[config.mk]
export PLATFORM = sky130hd
export DESIGN_NAME = noc_rr_arbiter_n
export DESIGN_NICKNAME = d
export VERILOG_FILES = /design/src/rtl/noc_rr_arbiter_n.sv
export SDC_FILE = /design/constraint.sdc
export NUM_CORES = 1
export LEC_CHECK = 0
export ABC_AREA = 1
export CAP_MARGIN = 30
export CORE_AREA = 2 2 65 80
export CTS_CLUSTER_SIZE = 14
export DETAILED_ROUTE_END_ITERATION = 16
export DIE_AREA = 0 0 67 82
export PLACE_DENSITY_LB_ADDON = 0.05
export SLEW_MARGIN = 20
export SYNTH_ARGS = -nofsm -noshare
export SYNTH_HDL_FRONTEND = slang
export SYNTH_SLANG_ARGS = --single-unit
[constraint.sdc]
create_clock -name clk -period 4.05 [get_ports clk]
set_input_delay 0.6075 -clock clk [delete_from_list [all_inputs] [get_ports clk]]
set_output_delay 0.6075 -clock clk [all_outputs]
set_load 0.005 [all_outputs]
[src/rtl/noc_rr_arbiter_n.sv]
// noc_rr_arbiter_n: parametrised round-robin arbiter for one NoC output port.
// Registered one-hot grant, binary grant index and grant-valid; xfer_o is a
// single AND of registered grant state, the granted request and ready_i.
// Optional feature macro: NOC_RR_ARB_PACKET_LOCK_EN
//   defined   -> grant held from head flit to tail flit (packet lock)
//   undefined -> every transfer releases (flit-level round-robin), and a
//                granted input that withdraws its request loses the port.
module noc_rr_arbiter_n #(
   parameter int N    = 5,
   parameter int IDXW = (N > 1) ? $clog2(N) : 1
) (
   input  logic            clk,
   input  logic            reset,
   input  logic [N-1:0]    req_i,
   input  logic [N-1:0]    tail_i,
   input  logic            ready_i,
   output logic [N-1:0]    grant_o,
   output logic [IDXW-1:0] grant_idx_o,
   output logic            grant_valid_o,
   output logic            xfer_o
);

   typedef enum logic [0:0] {IDLE = 1'b0, LOCKED = 1'b1} state_t;

   state_t          state_reg, state_next;
   logic [IDXW-1:0] ptr_reg, ptr_next;
   logic [IDXW-1:0] idx_reg, idx_next;
   logic            valid_reg, valid_next;
   logic [N-1:0]    grant_reg, grant_next;

   logic [IDXW-1:0] ptr_release;
   logic            found_cur, found_rel;
   logic [IDXW-1:0] win_cur, win_rel;
   logic            release_cyc;

   // First set bit of r scanning p, p+1, ..., N-1, 0, ..., p-1.
   // Scanning from the far end down lets the nearest candidate overwrite.
   function automatic logic [IDXW:0] pick_winner(input logic [N-1:0]    r,
                                                  input logic [IDXW-1:0] p);
      logic            found;
      logic [IDXW-1:0] idx;
      logic [IDXW-1:0] jj;
      int              j;
      found = 1'b0;
      idx   = '0;
      for (int k = N - 1; k >= 0; k--) begin
         j = int'(p) + k;
         if (j >= N) j = j - N;
         jj = j[IDXW-1:0];
         if (r[jj]) begin
            found = 1'b1;
            idx   = jj;
         end
      end
      return {found, idx};
   endfunction

   // Pointer after a release: the just-served input drops to lowest priority.
   assign ptr_release = (idx_reg == IDXW'(N - 1)) ? '0 : idx_reg + 1'b1;

   // Two candidate winners: one for the current pointer, one for the
   // post-release pointer, so a release can hand over with no bubble.
   assign {found_cur, win_cur} = pick_winner(req_i, ptr_reg);
   assign {found_rel, win_rel} = pick_winner(req_i, ptr_release);

   assign xfer_o = valid_reg & req_i[idx_reg] & ready_i;

`ifdef NOC_RR_ARB_PACKET_LOCK_EN
   assign release_cyc = xfer_o & tail_i[idx_reg];
`else
   // Tail flags carry no meaning when every flit releases the port.
   logic tail_unused;
   assign tail_unused = ^tail_i;
   assign release_cyc = xfer_o;
`endif

   // Next-state logic: acquire from IDLE, hold or hand over while LOCKED.
   always_comb begin
      state_next = state_reg;
      ptr_next   = ptr_reg;
      idx_next   = idx_reg;
      valid_next = valid_reg;
      case (state_reg)
         IDLE: begin
            if (found_cur) begin
               state_next = LOCKED;
               idx_next   = win_cur;
               valid_next = 1'b1;
            end
         end
         LOCKED: begin
            if (release_cyc) begin
               ptr_next = ptr_release;
               if (found_rel) begin
                  idx_next = win_rel;
               end else begin
                  state_next = IDLE;
                  idx_next   = '0;
                  valid_next = 1'b0;
               end
            end
`ifndef NOC_RR_ARB_PACKET_LOCK_EN
            // Withdrawn request: re-arbitrate without moving the pointer.
            else if (!req_i[idx_reg]) begin
               if (found_cur) begin
                  idx_next = win_cur;
               end else begin
                  state_next = IDLE;
                  idx_next   = '0;
                  valid_next = 1'b0;
               end
            end
`endif
         end
         default: begin
            state_next = IDLE;
            idx_next   = '0;
            valid_next = 1'b0;
         end
      endcase
   end

   // One-hot decode of the next grant index, all-zero when going idle.
   for (genvar gi = 0; gi < N; gi++) begin : g_onehot
      assign grant_next[gi] = valid_next & (idx_next == IDXW'(gi));
   end

   // State, pointer and grant registers.
   always_ff @(posedge clk) begin
      if (reset) begin
         state_reg <= IDLE;
         ptr_reg   <= '0;
         idx_reg   <= '0;
         valid_reg <= 1'b0;
         grant_reg <= '0;
      end else begin
         state_reg <= state_next;
         ptr_reg   <= ptr_next;
         idx_reg   <= idx_next;
         valid_reg <= valid_next;
         grant_reg <= grant_next;
      end
   end

   assign grant_o       = grant_reg;
   assign grant_idx_o   = idx_reg;
   assign grant_valid_o = valid_reg;

endmodule

==> load_flow_metrics.sql <==
INSERT INTO impl_metrics (metric_group, metric, value, unit) VALUES
('setup_path', 'worstRegToRegCells', '19', ''),
('global_route', 'grt_pass1_wl', '12100', 'µm'),
('setup_path', 'crit_chain', 'inv_2 > ha_1 > inv_1 > ha_1 > ha_1 > nand2_1 > nand3_1 > nand2_1 > nand3_1 > nand3_1 > nand2_1 > nand2_1 > nand2_1 > nor2_1 > nand4_1 > o21ai_1 > a21oi_2 > nand3_1 > nor2_1', ''),
('sta', 'setup_tns', '0', 'ns'),
('min_path', 'timing.hold.worst_path_depth', '2', ''),
('place', 'port_buffer_count', '17', ''),
('global_route', 'grt_antenna_before_repair', '0', ''),
('sta', 'final.period_utilization', '86.6', '%'),
('power_and_ir_drop', 'peak_ir_drop_on_the_vdd_network', '485', 'µV'),
('min_path', 'hp-start', 'grant_valid_o', ''),
('detailed_routing', 'detail_route.drc_violations', '0', ''),
('global_route', 'globalRoute.totalOverflow', '0', ''),
('clocking', 'htreeDepth', '1', ''),
('finish', 'final_core_util', '59.4', '%'),
('sta', 'layout_min_cycle_time', '3.51', 'ns'),
('finish', 'largest_reg_flops', '5', ''),
('clocking', 'clk_root_buffer_cell', 'sky130_fd_sc_hd__clkbuf_8', ''),
('place', 'placed_cells', '531', ''),
('synthesis', 'syn_inst', '453', ''),
('clocking', 'clock_insertion_delay_worst_skew', '0.25', 'ns'),
('setup_path', 'critical-path-slowest-cell', 'sky130_fd_sc_hd__dfxtp_1', ''),
('synthesis', 'synthDistinctLibCells', '39', ''),
('sta', 'setup_viol', '0', ''),
('synthesis', 'yosys_reg_bits', '13', ''),
('power_and_ir_drop', 'fin_total_pwr', '1.95', 'mW'),
('floorplanning', 'total_core_area', '0.00476', 'mm²'),
('outcome', 'status', 'complete, no violations', ''),
('sta', 'final_hold_violations', '0', ''),
('clocking', 'post_cts_resized', '0', ''),
('setup_path', 'critical_path_class', 'reg -> reg', ''),
('finish', 'finish.cell_count_without_fillers', '535', ''),
('place', 'global_placement_routability_congestion', '0.915', ''),
('floorplanning', 'die_h', '82', 'µm'),
('floorplanning', 'die-area', '0.00549', 'mm²'),
('synthesis', 'post_synth_instance_area', '0.00253', 'mm²'),
('floorplanning', 'io_pins', '23', ''),
('finish', 'synthToLayoutAreaGrowth', '11.7', '%'),
('synthesis', 'synthesis.area_per_instance', '5.59', 'µm²'),
('clocking', 'post_cts_buffers', '0', ''),
('sta', 'final-max-slew-violation-count', '0', ''),
('synthesis', 'post_synthesis_sequential_area_ratio', '10.3', '%'),
('setup_path', 'cp_data_arrival_time', '3.64', 'ns'),
('floorplanning', 'start_util', '53.2', '%'),
('min_path', 'worstHoldPathType', 'reg -> reg', ''),
('global_route', 'vias_in_the_first_global_route', '2724', ''),
('power_and_ir_drop', 'sw_share', '59.9', '%'),
('power_and_ir_drop', 'p_seq_share', '9.0', '%'),
('setup_path', 'worstSetupEndpointType', 'flop', ''),
('power_and_ir_drop', 'proportion_of_power_drawn_by_combinational_gates', '84.9', '%'),
('clocking', 'clock_sink_count', '13', ''),
('power_and_ir_drop', 'cellInternalPower', '0.782', 'mW'),
('setup_path', 'r2r_slack', '0.54', 'ns'),
('sta', 'rsz0062_at_grt', 'false', ''),
('detailed_routing', 'drt_first_iter_violations', '154', ''),
('power_and_ir_drop', 'power.switching', '1.17', 'mW'),
('min_path', 'min_delay_worst_endpoint', 'grant_valid_o', ''),
('detailed_routing', 'drt.antenna.violating_nets', '0', ''),
('global_route', 'gr-usage-all-layers', '28.9', '%'),
('power_and_ir_drop', 'power.static_leakage', '1.49', 'nW'),
('setup_path', 'timing.critical_path.required', '4.19', 'ns'),
('clocking', 'path_clk_slew', '0.06', 'ns'),
('finish', 'num-nets-final', '510', ''),
('detailed_routing', 'routed_via_density', '5.50', ''),
('sta', 'achievable-frequency', '285', 'MHz'),
('detailed_routing', 'detailroute.via_count', '2942', ''),
('clocking', 'clock_tree_from_tritoncts', 'done', ''),
('job', 'cap_viol_max_count', '0', ''),
('clocking', 'cts_inserted_buffers', '3', ''),
('synthesis', 'synth.net_count', '487', ''),
('floorplanning', 'rows', '28', ''),
('synthesis', 'yosys_warnings', '0', '');
==> power groups by stage <==
stage          Clock [mW]  Sequential, mW  Combinational, mW
6_report            0.120           0.175               1.65
5_1_grt             0.130           0.180               1.89
4_1_cts             0.125           0.176               1.64
3_5_place_dp            0           0.178               1.63
3_3_place_gp            0           0.177               1.61
2_1_floorplan           0           0.173               1.27
==> cells in the mapped netlist <==
library cell	count	share of area, %
sky130_fd_sc_hd__a21boi_0	1	0.30
sky130_fd_sc_hd__a21oi_1	14	2.8
sky130_fd_sc_hd__a21oi_2	2	0.69
sky130_fd_sc_hd__a21oi_4	1	0.64
sky130_fd_sc_hd__buf_2	1	0.20
sky130_fd_sc_hd__buf_4	2	0.59
sky130_fd_sc_hd__buf_6	1	0.44
sky130_fd_sc_hd__dfxtp_1	13	10
sky130_fd_sc_hd__fa_1	2	1.6
sky130_fd_sc_hd__ha_1	19	9.4
sky130_fd_sc_hd__inv_1	53	7.9
sky130_fd_sc_hd__inv_2	6	0.89
sky130_fd_sc_hd__inv_4	1	0.25
sky130_fd_sc_hd__nand2_1	154	23
sky130_fd_sc_hd__nand2_2	11	2.7
sky130_fd_sc_hd__nand2_4	2	0.89
sky130_fd_sc_hd__nand3_1	75	15
sky130_fd_sc_hd__nand3_2	2	0.79
sky130_fd_sc_hd__nand3_4	1	0.69
sky130_fd_sc_hd__nand3b_1	4	1.2
sky130_fd_sc_hd__nand3b_2	1	0.44
sky130_fd_sc_hd__nand4_1	13	3.2
sky130_fd_sc_hd__nand4_2	2	0.99
sky130_fd_sc_hd__nor2_1	29	4.3
sky130_fd_sc_hd__nor2_2	2	0.49
sky130_fd_sc_hd__nor2_4	1	0.44
sky130_fd_sc_hd__nor3_1	2	0.40
sky130_fd_sc_hd__nor3_2	1	0.40
sky130_fd_sc_hd__o211ai_1	2	0.59
sky130_fd_sc_hd__o21a_1	1	0.30
sky130_fd_sc_hd__o21ai_0	16	3.2
sky130_fd_sc_hd__o21ai_1	7	1.4
sky130_fd_sc_hd__o21ai_2	4	1.4
sky130_fd_sc_hd__o22ai_1	1	0.25
sky130_fd_sc_hd__o31ai_1	1	0.30
sky130_fd_sc_hd__or2_2	1	0.25
sky130_fd_sc_hd__xnor2_1	1	0.35
sky130_fd_sc_hd__xor2_1	1	0.35
sky130_fd_sc_hd__xor2_2	2	1.3
==> worst max path at each step <==
stage	to	slack, ns	from
after floorplan	grant_o[2]	0.96	grant_idx_o[0]
after global placement	grant_o[2]	0.60	grant_idx_o[0]
after detailed placement	grant_o[2]	0.56	grant_idx_o[0]
after CTS	grant_o[2]	0.54	grant_idx_o[0]
after global routing	grant_o[2]	0.12	grant_idx_o[0]
final	grant_o[0]	0.54	grant_idx_o[0]
==> through the flow <==
step                      cell area [µm²]  worst slack [ns]
after global routing                 2830             0.115
after detailed placement             2790             0.560
after global placement               2790             0.600
after CTS                            2830             0.541
final                                2830             0.543
after floorplan                      2530             0.965
==> layout make-up <==
class	instances	area [µm²]
inverters	60	228
multi-input cells	376	2010
well taps	60	75.1
fillers	526	1930
clock buffers	4	45.0
flip-flops and latches	13	260
repair buffers	22	208
==> critical path, delay by kind of cell, from the launching register on <==
family,cells,cell delay (ns)
buf+inv,2,0.36
fa+ha+maj,3,0.90
simple gates,12,1.24
flops,1,0.49
compound gates,2,0.39
==> cell usage in the layout (no fill, tap or decap), types with 6 or more instances in the layout <==
cell                              Yosys  routed
sky130_fd_sc_hd__inv_2                6       6
sky130_fd_sc_hd__nand3_1             75      75
sky130_fd_sc_hd__o21ai_0             16      16
sky130_fd_sc_hd__nand2_2             11      11
sky130_fd_sc_hd__ha_1                19      19
sky130_fd_sc_hd__nand4_1             13      13
sky130_fd_sc_hd__nor2_1              29      29
sky130_fd_sc_hd__o21ai_1              7       7
sky130_fd_sc_hd__nand2_1            154     154
sky130_fd_sc_hd__dfxtp_1             13      13
sky130_fd_sc_hd__clkdlybuf4s50_1      0      17
sky130_fd_sc_hd__a21oi_1             14      14
sky130_fd_sc_hd__inv_1               53      53
==> metal layers <==
metal | vias to the layer above | wire [µm] | GRT usage (%) | share of wire [%]
li1 | 1532 | - | - | -
met1 | 1309 | 3030 | 31.7 | 41
met2 | 79 | 3730 | 54.3 | 50
met3 | 22 | 330 | 3.56 | 4.5
met4 | 0 | 297 | 13.1 | 4.0
met5 | - | 0 | 0 | 0
==> logic make-up (layout without fill, tap and decap cells) <==
kind of cell,after synthesis,in the layout,share of synthesized area (%)
simple gates,301,301,54.8
flops,13,13,10.3
fa+ha+maj,21,21,11.0
buf+inv,64,86,10.2
compound gates,50,50,11.8
xor+xnor,4,4,1.98
(Power assumes the default switching activity.)
